**src/rtl/clk_div_pkg.sv**
```systemverilog
// Shared constants and divisor helpers for the multi-channel clock divider.
package clk_div_pkg;

  localparam int DIV_W_DEF = 16;
  localparam logic [31:0] MIN_DIV = 32'd2;

  // Divisors below MIN_DIV cannot produce both a low and a high phase.
  function automatic logic [31:0] clamp_div(input logic [31:0] value);
    logic [31:0] res;
    if (value < MIN_DIV) begin
      res = MIN_DIV;
    end else begin
      res = value;
    end
    return res;
  endfunction

  function automatic logic [31:0] half_ceil(input logic [31:0] value);
    return (value >> 1) + {31'd0, value[0]};
  endfunction

endpackage

```
**src/rtl/clk_div_channel.sv**
```systemverilog
// One divider channel: counter, shadow/active divisor, registered clk_o and tick_o.
module clk_div_channel
  import clk_div_pkg::*;
#(
  parameter int DIV_W       = DIV_W_DEF,
  parameter int DEFAULT_DIV = 10
) (
  input  logic             clk_in_50M,
  input  logic             rst_n,
  input  logic             sync_i,
  input  logic             en,
  input  logic             load,
  input  logic [DIV_W-1:0] div_i,
  output logic             clk_o,
  output logic             tick_o
);

  logic [DIV_W-1:0] cnt_q, cnt_d;
  logic [DIV_W-1:0] act_q, act_d;
  logic [DIV_W-1:0] shd_q, shd_d;
  logic             clk_q, clk_d;
  logic             tick_q, tick_d;
  logic [DIV_W-1:0] div_cur_s;
  logic [DIV_W-1:0] div_nxt_s;
  logic             wrap_s;

  // Next-state logic; the active divisor only changes at a wrap or sync edge.
  always_comb begin
    shd_d     = load ? div_i : shd_q;
    act_d     = act_q;
    cnt_d     = cnt_q;
    clk_d     = clk_q;
    tick_d    = 1'b0;
    div_cur_s = DIV_W'(clamp_div(32'(act_q)));
    wrap_s    = (cnt_q == (div_cur_s - DIV_W'(1)));
    div_nxt_s = div_cur_s;
    if (sync_i) begin
      act_d = shd_d;
      cnt_d = '0;
      clk_d = 1'b0;
    end else if (en) begin
      if (wrap_s) begin
        act_d = shd_d;
        cnt_d = '0;
      end else begin
        cnt_d = cnt_q + DIV_W'(1);
      end
      div_nxt_s = DIV_W'(clamp_div(32'(act_d)));
      clk_d     = (cnt_d >= DIV_W'(half_ceil(32'(div_nxt_s))));
      tick_d    = (cnt_d == (div_nxt_s - DIV_W'(1)));
    end else begin
      clk_d = clk_q;
    end
  end

  // Channel state registers.
  always_ff @(posedge clk_in_50M or negedge rst_n) begin
    if (!rst_n) begin
      cnt_q  <= '0;
      act_q  <= DIV_W'(DEFAULT_DIV);
      shd_q  <= DIV_W'(DEFAULT_DIV);
      clk_q  <= 1'b0;
      tick_q <= 1'b0;
    end else begin
      cnt_q  <= cnt_d;
      act_q  <= act_d;
      shd_q  <= shd_d;
      clk_q  <= clk_d;
      tick_q <= tick_d;
    end
  end

  assign clk_o  = clk_q;
  assign tick_o = tick_q;

endmodule

```
**src/rtl/clk_divider_multi.sv**
```systemverilog
// N-channel programmable clock divider with per-channel clock and tick outputs.
// Optional macro CLK_DIV_SYNC_EN adds the sync_i phase-alignment input.
module clk_divider_multi
  import clk_div_pkg::*;
#(
  parameter int CHANNELS    = 3,
  parameter int DIV_W       = DIV_W_DEF,
  parameter int DEFAULT_DIV = 10
) (
  input  logic                      clk_in_50M,
  input  logic                      rst_n,
  input  logic [CHANNELS-1:0]       en,
  input  logic [CHANNELS-1:0]       load,
  input  logic [CHANNELS*DIV_W-1:0] div_i,
  output logic [CHANNELS-1:0]       clk_o,
  output logic [CHANNELS-1:0]       tick_o
`ifdef CLK_DIV_SYNC_EN
  ,
  input  logic                      sync_i
`endif
);

  logic sync_s;

`ifdef CLK_DIV_SYNC_EN
  assign sync_s = sync_i;
`else
  assign sync_s = 1'b0;
`endif

  for (genvar k = 0; k < CHANNELS; k++) begin : g_ch
    clk_div_channel #(
      .DIV_W       (DIV_W),
      .DEFAULT_DIV (DEFAULT_DIV)
    ) u_ch (
      .clk_in_50M (clk_in_50M),
      .rst_n      (rst_n),
      .sync_i     (sync_s),
      .en         (en[k]),
      .load       (load[k]),
      .div_i      (div_i[k*DIV_W +: DIV_W]),
      .clk_o      (clk_o[k]),
      .tick_o     (tick_o[k])
    );
  end

endmodule

```
**config.mk**
```make
export PLATFORM = sky130hd
export DESIGN_NAME = clk_divider_multi
export DESIGN_NICKNAME = d
export VERILOG_FILES = /design/src/rtl/clk_div_pkg.sv /design/src/rtl/clk_div_channel.sv /design/src/rtl/clk_divider_multi.sv
export SDC_FILE = /design/constraint.sdc
export NUM_CORES = 1
export LEC_CHECK = 0
export BUFFER_PORTS_ARGS = -buffer_cell sky130_fd_sc_hd__buf_4
export CORE_MARGIN = 5
export CORE_UTILIZATION = 50
export CTS_BUF_LIST = sky130_fd_sc_hd__clkbuf_4
export DETAILED_ROUTE_END_ITERATION = 12
export GPL_TIMING_DRIVEN = 0
export PLACE_DENSITY = 0.7
export SETUP_SLACK_MARGIN = 0.05
export SLEW_MARGIN = 10
export SYNTH_ARGS = -nofsm -noshare
export SYNTH_HDL_FRONTEND = slang
export SYNTH_SLANG_ARGS = --single-unit
```
**constraint.sdc**
```tcl
create_clock -name clk_in_50M -period 7 [get_ports clk_in_50M]
set_input_delay 1.05 -clock clk_in_50M [delete_from_list [all_inputs] [get_ports clk_in_50M]]
set_output_delay 1.05 -clock clk_in_50M [all_outputs]
set_load 0.02 [all_outputs]
```
==> impl_metrics.tcl, run 1 <==
set metrics [dict create \
    ys_ff_latch 150 \
    final-instance-count-excl-fill 2010 \
    path_class "flip-flop to flip-flop" \
    endpoint "g_ch[2].u_ch.clk_o" \
    postCtsHoldBufs 0 \
    fin_skew_ns 0.0366 \
    grtUsageTotal_pct 26.9 \
    viasPerCell 6.11 \
    cp-end-kind "flip-flop" \
    place_hpwl_um 31000 \
    peakVddDrop_uv 164 \
    status "complete, no violations" \
    regArea_um2 3780 \
    cellPowerDensity_nw_per_um2 322 \
    synth_nets 1684 \
    cp_max_fo 6 \
    startpoint "g_ch[2].u_ch.act_q[13]" \
    cts.sink_count 150 \
    seq_area_frac_synth_pct 28.3 \
    yosysWarnings 0 \
    r2r-end "g_ch[2].u_ch.clk_o" \
    synthCells 1565 \
    placed_cells 1959 \
    fillCellCount 2454 \
    crit_arrival_ns 7.30 \
    grt_pass1_wl_um 65300 \
    flow.area_growth_from_synthesis_pct 14.1 \
    clockRootBuffer "clkbuf_4" \
    grt_pass1_vias 11921 \
    synthesis.area_um2 13300 \
    finalCriticalPeriod_ns 6.80 \
    htreeDepth 4 \
    slew_viol_final 0 \
    finalNetCount 1780 \
    clk_path_buf_depth 2 \
    die_h_um 173 \
    drt_wl_total_um 40900 \
    r2r_cells 30 \
    total_power_mw 4.89 \
    floorplan.io_pins 62 \
    cpPeakStageDelay_ns 0.55 \
    core_area_um2 26100 \
    rsz0062_at_grt "yes" \
    multi_input_area_um2 9260 \
    grt_antenna_before_repair 1 \
    ant_nets 0 \
    p_leak_nw 6.67 \
    rrSetupSlack_ns 0.20 \
    fin_tns_setup_ns 0 \
    drc 0 \
    initial_core_util_pct 50.9 \
    synth_edf_count 0 \
    hold_viol_final 0 \
    slew_headroom_pct 44.8 \
    finalWeightedCongestion 0.971 \
    required_ns 7.50 \
    cts_tree "yes" \
    cts_buffers 17 \
    fp-row-count 59 \
    fmax_ghz 0.147 \
    synth_cell_types 76 \
    crit_top_cell "a21o_1" \
    holdWs_ns 0.374 \
    grt_max_degree 92 \
    wire_per_inst_um 20.4 \
    clk_latency_ns 0.61 \
    cap_violations 0 \
    via_count 12288 \
    post-route-period-util_pct 97.1 \
    dominantRegCellSynth "dfrtp_1" \
    port_buffers 58 \
    drive_above_1_share_pct 20.1 \
    dieWidth_um 173 \
    dr.pass1.iters 5 \
    slowest_stage "or4_4" \
    tightest_slew_ns 0.828 \
    dr.first_iter.drc_count 1151 \
    grt-ovfl-total 0 \
    cp-start-kind "flip-flop" \
    setup-violations-final 0 \
    hp-class "primary input to async pin" \
    die_area_um2 30000 \
    r2r-start "g_ch[2].u_ch.act_q[13]" \
    avgSynthCellArea_um2 8.51 \
    synthArstFlopShare_pct 100 \
    clk_pin_slew_ns 0.16 \
]
==> repair_timing <==
action                                 CTS  global route
setup endpoints to repair                6             5
gates resized for setup                 72            52
endpoints found under the hold margin    0             0
setup buffers                           28            10
pin swaps                               27            31
cloned                                   0             0
==> cell usage after synthesis (all sizes together) (8+ instances only) <==
master | n | area share [%]
nand2 | 141 | 4.0
o31ai | 9 | 0.51
xor2 | 101 | 6.6
or3 | 16 | 0.75
xnor2 | 105 | 6.9
or4 | 15 | 0.87
nor3b | 8 | 0.45
a211oi | 9 | 0.55
mux2 | 101 | 8.5
ha | 63 | 5.9
mux2i | 70 | 5.3
nand2b | 11 | 0.52
nand3 | 58 | 2.2
o2111ai | 9 | 0.59
nor3 | 50 | 1.9
dfstp | 12 | 2.4
a31oi | 9 | 0.42
nor4 | 26 | 1.4
inv | 54 | 1.5
nand4 | 27 | 1.3
a21o | 28 | 1.6
nor2 | 151 | 4.3
clkbuf | 74 | 2.1
a21oi | 55 | 2.1
and3 | 24 | 1.1
nor2b | 8 | 0.38
nor4b | 9 | 0.59
and2 | 8 | 0.38
dfrtp | 138 | 26
o21ai | 73 | 2.7
buf | 28 | 1.2
==> how the worst min path moves through the flow <==
| stage | slack [ns] | start | endpoint | depth (start not counted) |
|---|---|---|---|---|
| global placement | 0.50 | g_ch[0].u_ch.shd_q[13] | g_ch[0].u_ch.shd_q[13] | 1 |
| CTS | 0.36 | rst_n | g_ch[0].u_ch.act_q[4] | 1 |
| global route | 0.37 | rst_n | g_ch[0].u_ch.shd_q[11] | 1 |
| detailed placement | 0.51 | g_ch[0].u_ch.shd_q[13] | g_ch[0].u_ch.shd_q[13] | 1 |
| finish | 0.37 | rst_n | g_ch[2].u_ch.act_q[4] | 1 |
| floorplan | 0.47 | g_ch[2].u_ch.shd_q[12] | g_ch[2].u_ch.shd_q[12] | 2 |
==> where the power goes <==
part / internal (mW) / switching [mW]
Combinational: 1.38 / 1.74
Clock: 0.193 / 0.395
Sequential: 1.01 / 0.166
==> critical path, delay by kind of cell, from the launching register on <==
family / cells / cell delay (ns)
DFF: 1 / 0.45
buffers and inverters: 5 / 0.65
AOI/OAI and AO/OA: 12 / 2.33
and+or+nand+nor: 8 / 2.27
xor gates and xnor gates: 1 / 0.17
adders and majority gates: 4 / 0.81
==> cell usage in the layout (no fill, tap or decap), types with 50 or more instances in the layout <==
cell,instances
clkbuf_1,52
buf_4,98
nand2_1,136
xnor2_1,104
mux2i_1,69
mux2_2,101
nor2_1,148
nand3_1,58
o21ai_0,66
a21oi_1,50
ha_1,57
inv_1,51
xor2_1,101
dfrtp_1,130
==> layout make-up <==
cell class                      count  area share, %
Clock inverter                     15           1.10
Buffer                             82           2.97
Sequential cell                   150           24.9
Antenna cell                        1         0.0165
Multi-Input combinational cell   1259           61.0
Timing Repair Buffer               97           5.08
Inverter                           54           1.33
Tap cell                          335           2.76
Clock buffer                       17          0.840
==> routing by layer <==
layer / GRT usage (%) / vias to the layer above / routed length (µm)
met2: 42.3 / 512 / 18700
met4: 10.8 / 0 / 1490
met1: 37.2 / 5938 / 18100
met5: 0 / - / 0
li1: - / 5738 / -
met3: 4.13 / 100 / 2640
==> state kept, by name (all words and copies together), names as in the netlist <==
signal            flops
g_ch.u_ch.act_q      48
g_ch.u_ch.cnt_q      48
g_ch.u_ch.shd_q      48
g_ch.u_ch.clk_o       3
g_ch.u_ch.tick_o      3
==> cell families (layout without fill, tap and decap cells) <==
family	after synthesis	count (layout)	share of synthesized area (%)
AO/OA/AOI/OAI	241	241	11.7
XOR/XNOR	207	207	13.7
adder cells (fa/ha/maj)	63	63	5.92
buffers and inverters	156	265	4.82
flip-flops	150	150	28.3
multiplexers	172	172	14.0
other	0	1	0
AND/OR/NAND/NOR	576	576	21.6
==> through the flow <==
step,utilization (%),setup slack (ns),area (µm²)
2_1_floorplan,-,-0.0693,13400
3_3_place_gp,54.4,-1.60,14200
3_5_place_dp,54.5,-1.67,14200
4_1_cts,57.5,0.0528,15000
5_1_grt,58.1,-0.0470,15200
6_report,58.1,0.203,15200
No activity file was read; power rests on OpenSTA's default activity.
==> run 2: changes to the inputs <==
- RECOVER_POWER: default -> 100
==> run 2 against run 1 <==
Net effect:
- first-iteration DRC count is 4.1% higher
- combinational power is essentially flat
- the run now ends with max-capacitance violations, max-slew violations left
- cell area shrank 0.42%
- hold slack better by 0.16 ns
- wire length down 0.13%
- clock skew about the same
- non-clock buffer count did not move
==> impl_metrics.tcl, run 2 (synthesis gave the netlist of run 1 again) <==
set metrics [dict create \
    slowest_stage "or4_4" \
    floorplan.io_pins 62 \
    peakVddDrop_uv 165 \
    finalCriticalPeriod_ns 6.78 \
    wire_per_inst_um 20.3 \
    viasPerCell 6.13 \
    ant_nets 0 \
    cp_max_fo 6 \
    grtUsageMet1_pct 37.2 \
    clockRootBuffer "clkbuf_4" \
    rsz0062_at_grt "yes" \
    cts_tree "yes" \
    clk_latency_ns 0.60 \
    post-route-period-util_pct 96.9 \
    grt_pass1_wl_um 65300 \
    drc 0 \
    hp-class "flip-flop to flip-flop" \
    combPwrFrac_pct 63.7 \
    worstHoldStart "g_ch[0].u_ch.shd_q[13]" \
    startpoint "g_ch[2].u_ch.act_q[13]" \
    slew_headroom_pct -123 \
    cts.sink_count 150 \
    final_common_cell "nor2_1" \
    p_switching_mw 2.30 \
    drt_wl_total_um 40900 \
    finalWeightedCongestion 0.971 \
    holdWs_ns 0.534 \
    finalNetCount 1780 \
    cts_buffers 17 \
    die_h_um 173 \
    internal_power_mw 2.57 \
    place_area_um2 14200 \
    violations "max-capacitance violations, max-slew violations" \
    crit_top_cell "a21o_1" \
    crit_arrival_ns 7.28 \
    postCtsHoldBufs 0 \
    status "finished with violations" \
    tightest_slew_ns 3.34 \
    clk_path_buf_depth 2 \
    top_usage_layer "met2" \
    p_leak_nw 6.63 \
    clk_pin_slew_ns 0.16 \
    drive_above_1_share_pct 18.0 \
    grtUsageMet2_pct 42.3 \
    cp-end-kind "flip-flop" \
    grt-ovfl-total 0 \
    top_regs "g_ch.u_ch.act_q: 48 flops, g_ch.u_ch.cnt_q: 48 flops, g_ch.u_ch.shd_q: 48 flops" \
    path_class "flip-flop to flip-flop" \
    cp-start-kind "flip-flop" \
    critPathTopFamily "compound AO/OA/AOI/OAI gates" \
    flow.area_growth_from_synthesis_pct 13.6 \
    port_buffers 58 \
    cpPeakStageDelay_ns 0.55 \
    hold_viol_final 0 \
    grt_util_met3_pct 4.13 \
    core_area_um2 26100 \
    dr.pass1.iters 7 \
    dr.first_iter.drc_count 1198 \
    r2r-start "g_ch[2].u_ch.act_q[13]" \
    dieWidth_um 173 \
    setup-violations-final 0 \
    final_cell_mix "148 x nor2_1, 136 x nand2_1, 130 x dfrtp_1" \
    grt_pass1_vias 11921 \
    final_core_util_pct 57.9 \
    htreeDepth 4 \
    cap_violations 2 \
    fin_skew_ns 0.0368 \
    pwr-share-clk_pct 12.1 \
    fin_area_um2 15100 \
    fmax_ghz 0.147 \
    seq_power_share_pct 24.2 \
    via_count 12330 \
    grtUsageTotal_pct 26.9 \
    slew_viol_final 153 \
    grt_antenna_before_repair 1 \
    place_hpwl_um 31000 \
    required_ns 7.50 \
    path_buf_inv 5 \
    fp-row-count 59 \
    initial_core_util_pct 50.9 \
    die_area_um2 30000 \
    grt_max_degree 92 \
    swShare_pct 47.2 \
    cellPowerDensity_nw_per_um2 322 \
]
[run 2: routing by layer]
layer	up-vias	wire length [µm]
li1	5743	-
met5	-	0
met2	547	18500
met4	0	1640
met3	124	2870
met1	5916	17800
[run 2: area by class of cell]
| type | count | area [µm²] |
|---|---|---|
| tap | 335 | 419 |
| fill | 2460 | 11000 |
| timing repair buffer | 97 | 711 |
| inverter | 54 | 203 |
| clock buffer | 17 | 128 |
| antenna | 1 | 2.50 |
| buffer | 82 | 452 |
| sequential | 150 | 3780 |
| multi-input combinational | 1259 | 9260 |
| clock inverter | 15 | 168 |
[run 2: repair_timing]
| item | in CTS | in global routing |
|---|---|---|
| setup endpoints to repair | 6 | 5 |
| resized for setup | 72 | 52 |
| cloned | 0 | 0 |
| buffers inserted | 28 | 10 |
| pin swaps | 27 | 31 |
[run 2: worst paths after layout]
path                       depth (start not counted)  slack [ns]                endpoint
setup / recovery                                  30        0.22      g_ch[2].u_ch.clk_o
hold / removal                                     1        0.53  g_ch[0].u_ch.shd_q[13]
setup reg to reg                                  30        0.22      g_ch[2].u_ch.clk_o
hold reg to reg                                    1        0.53  g_ch[0].u_ch.shd_q[13]
max in group asynchronous                          2        1.74   g_ch[2].u_ch.act_q[9]
min in group asynchronous                          1        1.56   g_ch[2].u_ch.act_q[4]
[run 2: metrics by stage]
step,setup slack [ns],power (mW),std cells,setup TNS [ns]
after floorplan,-0.0693,3.33,1565,-0.0693
after global placement,-1.60,3.95,1958,-7.11
after detailed placement,-1.67,4.01,1959,-7.21
after CTS,0.0528,4.79,2011,0
after global routing,-0.0470,5.24,2010,-0.0470
final,0.217,4.87,2010,0
[run 2: worst reg2reg max path, delay by kind of cell (launching register included)]
kind                     cells  cell delay (ns)
buffers and inverters        5             0.66
AO/OA/AOI/OAI               12             2.33
adder cells (fa/ha/maj)      4             0.79
flip-flops                   1             0.44
XOR/XNOR                     1             0.17
AND/OR/NAND/NOR              8             2.28
[run 2: power by group through the flow]
stage               clock network [mW]  registers [mW]  logic, mW
floorplan                            0            1.12       2.21
global placement                     0            1.15       2.80
detailed placement                   0            1.16       2.85
CTS                              0.609            1.16       3.02
global route                     0.639            1.20       3.40
finish                           0.589            1.18       3.11
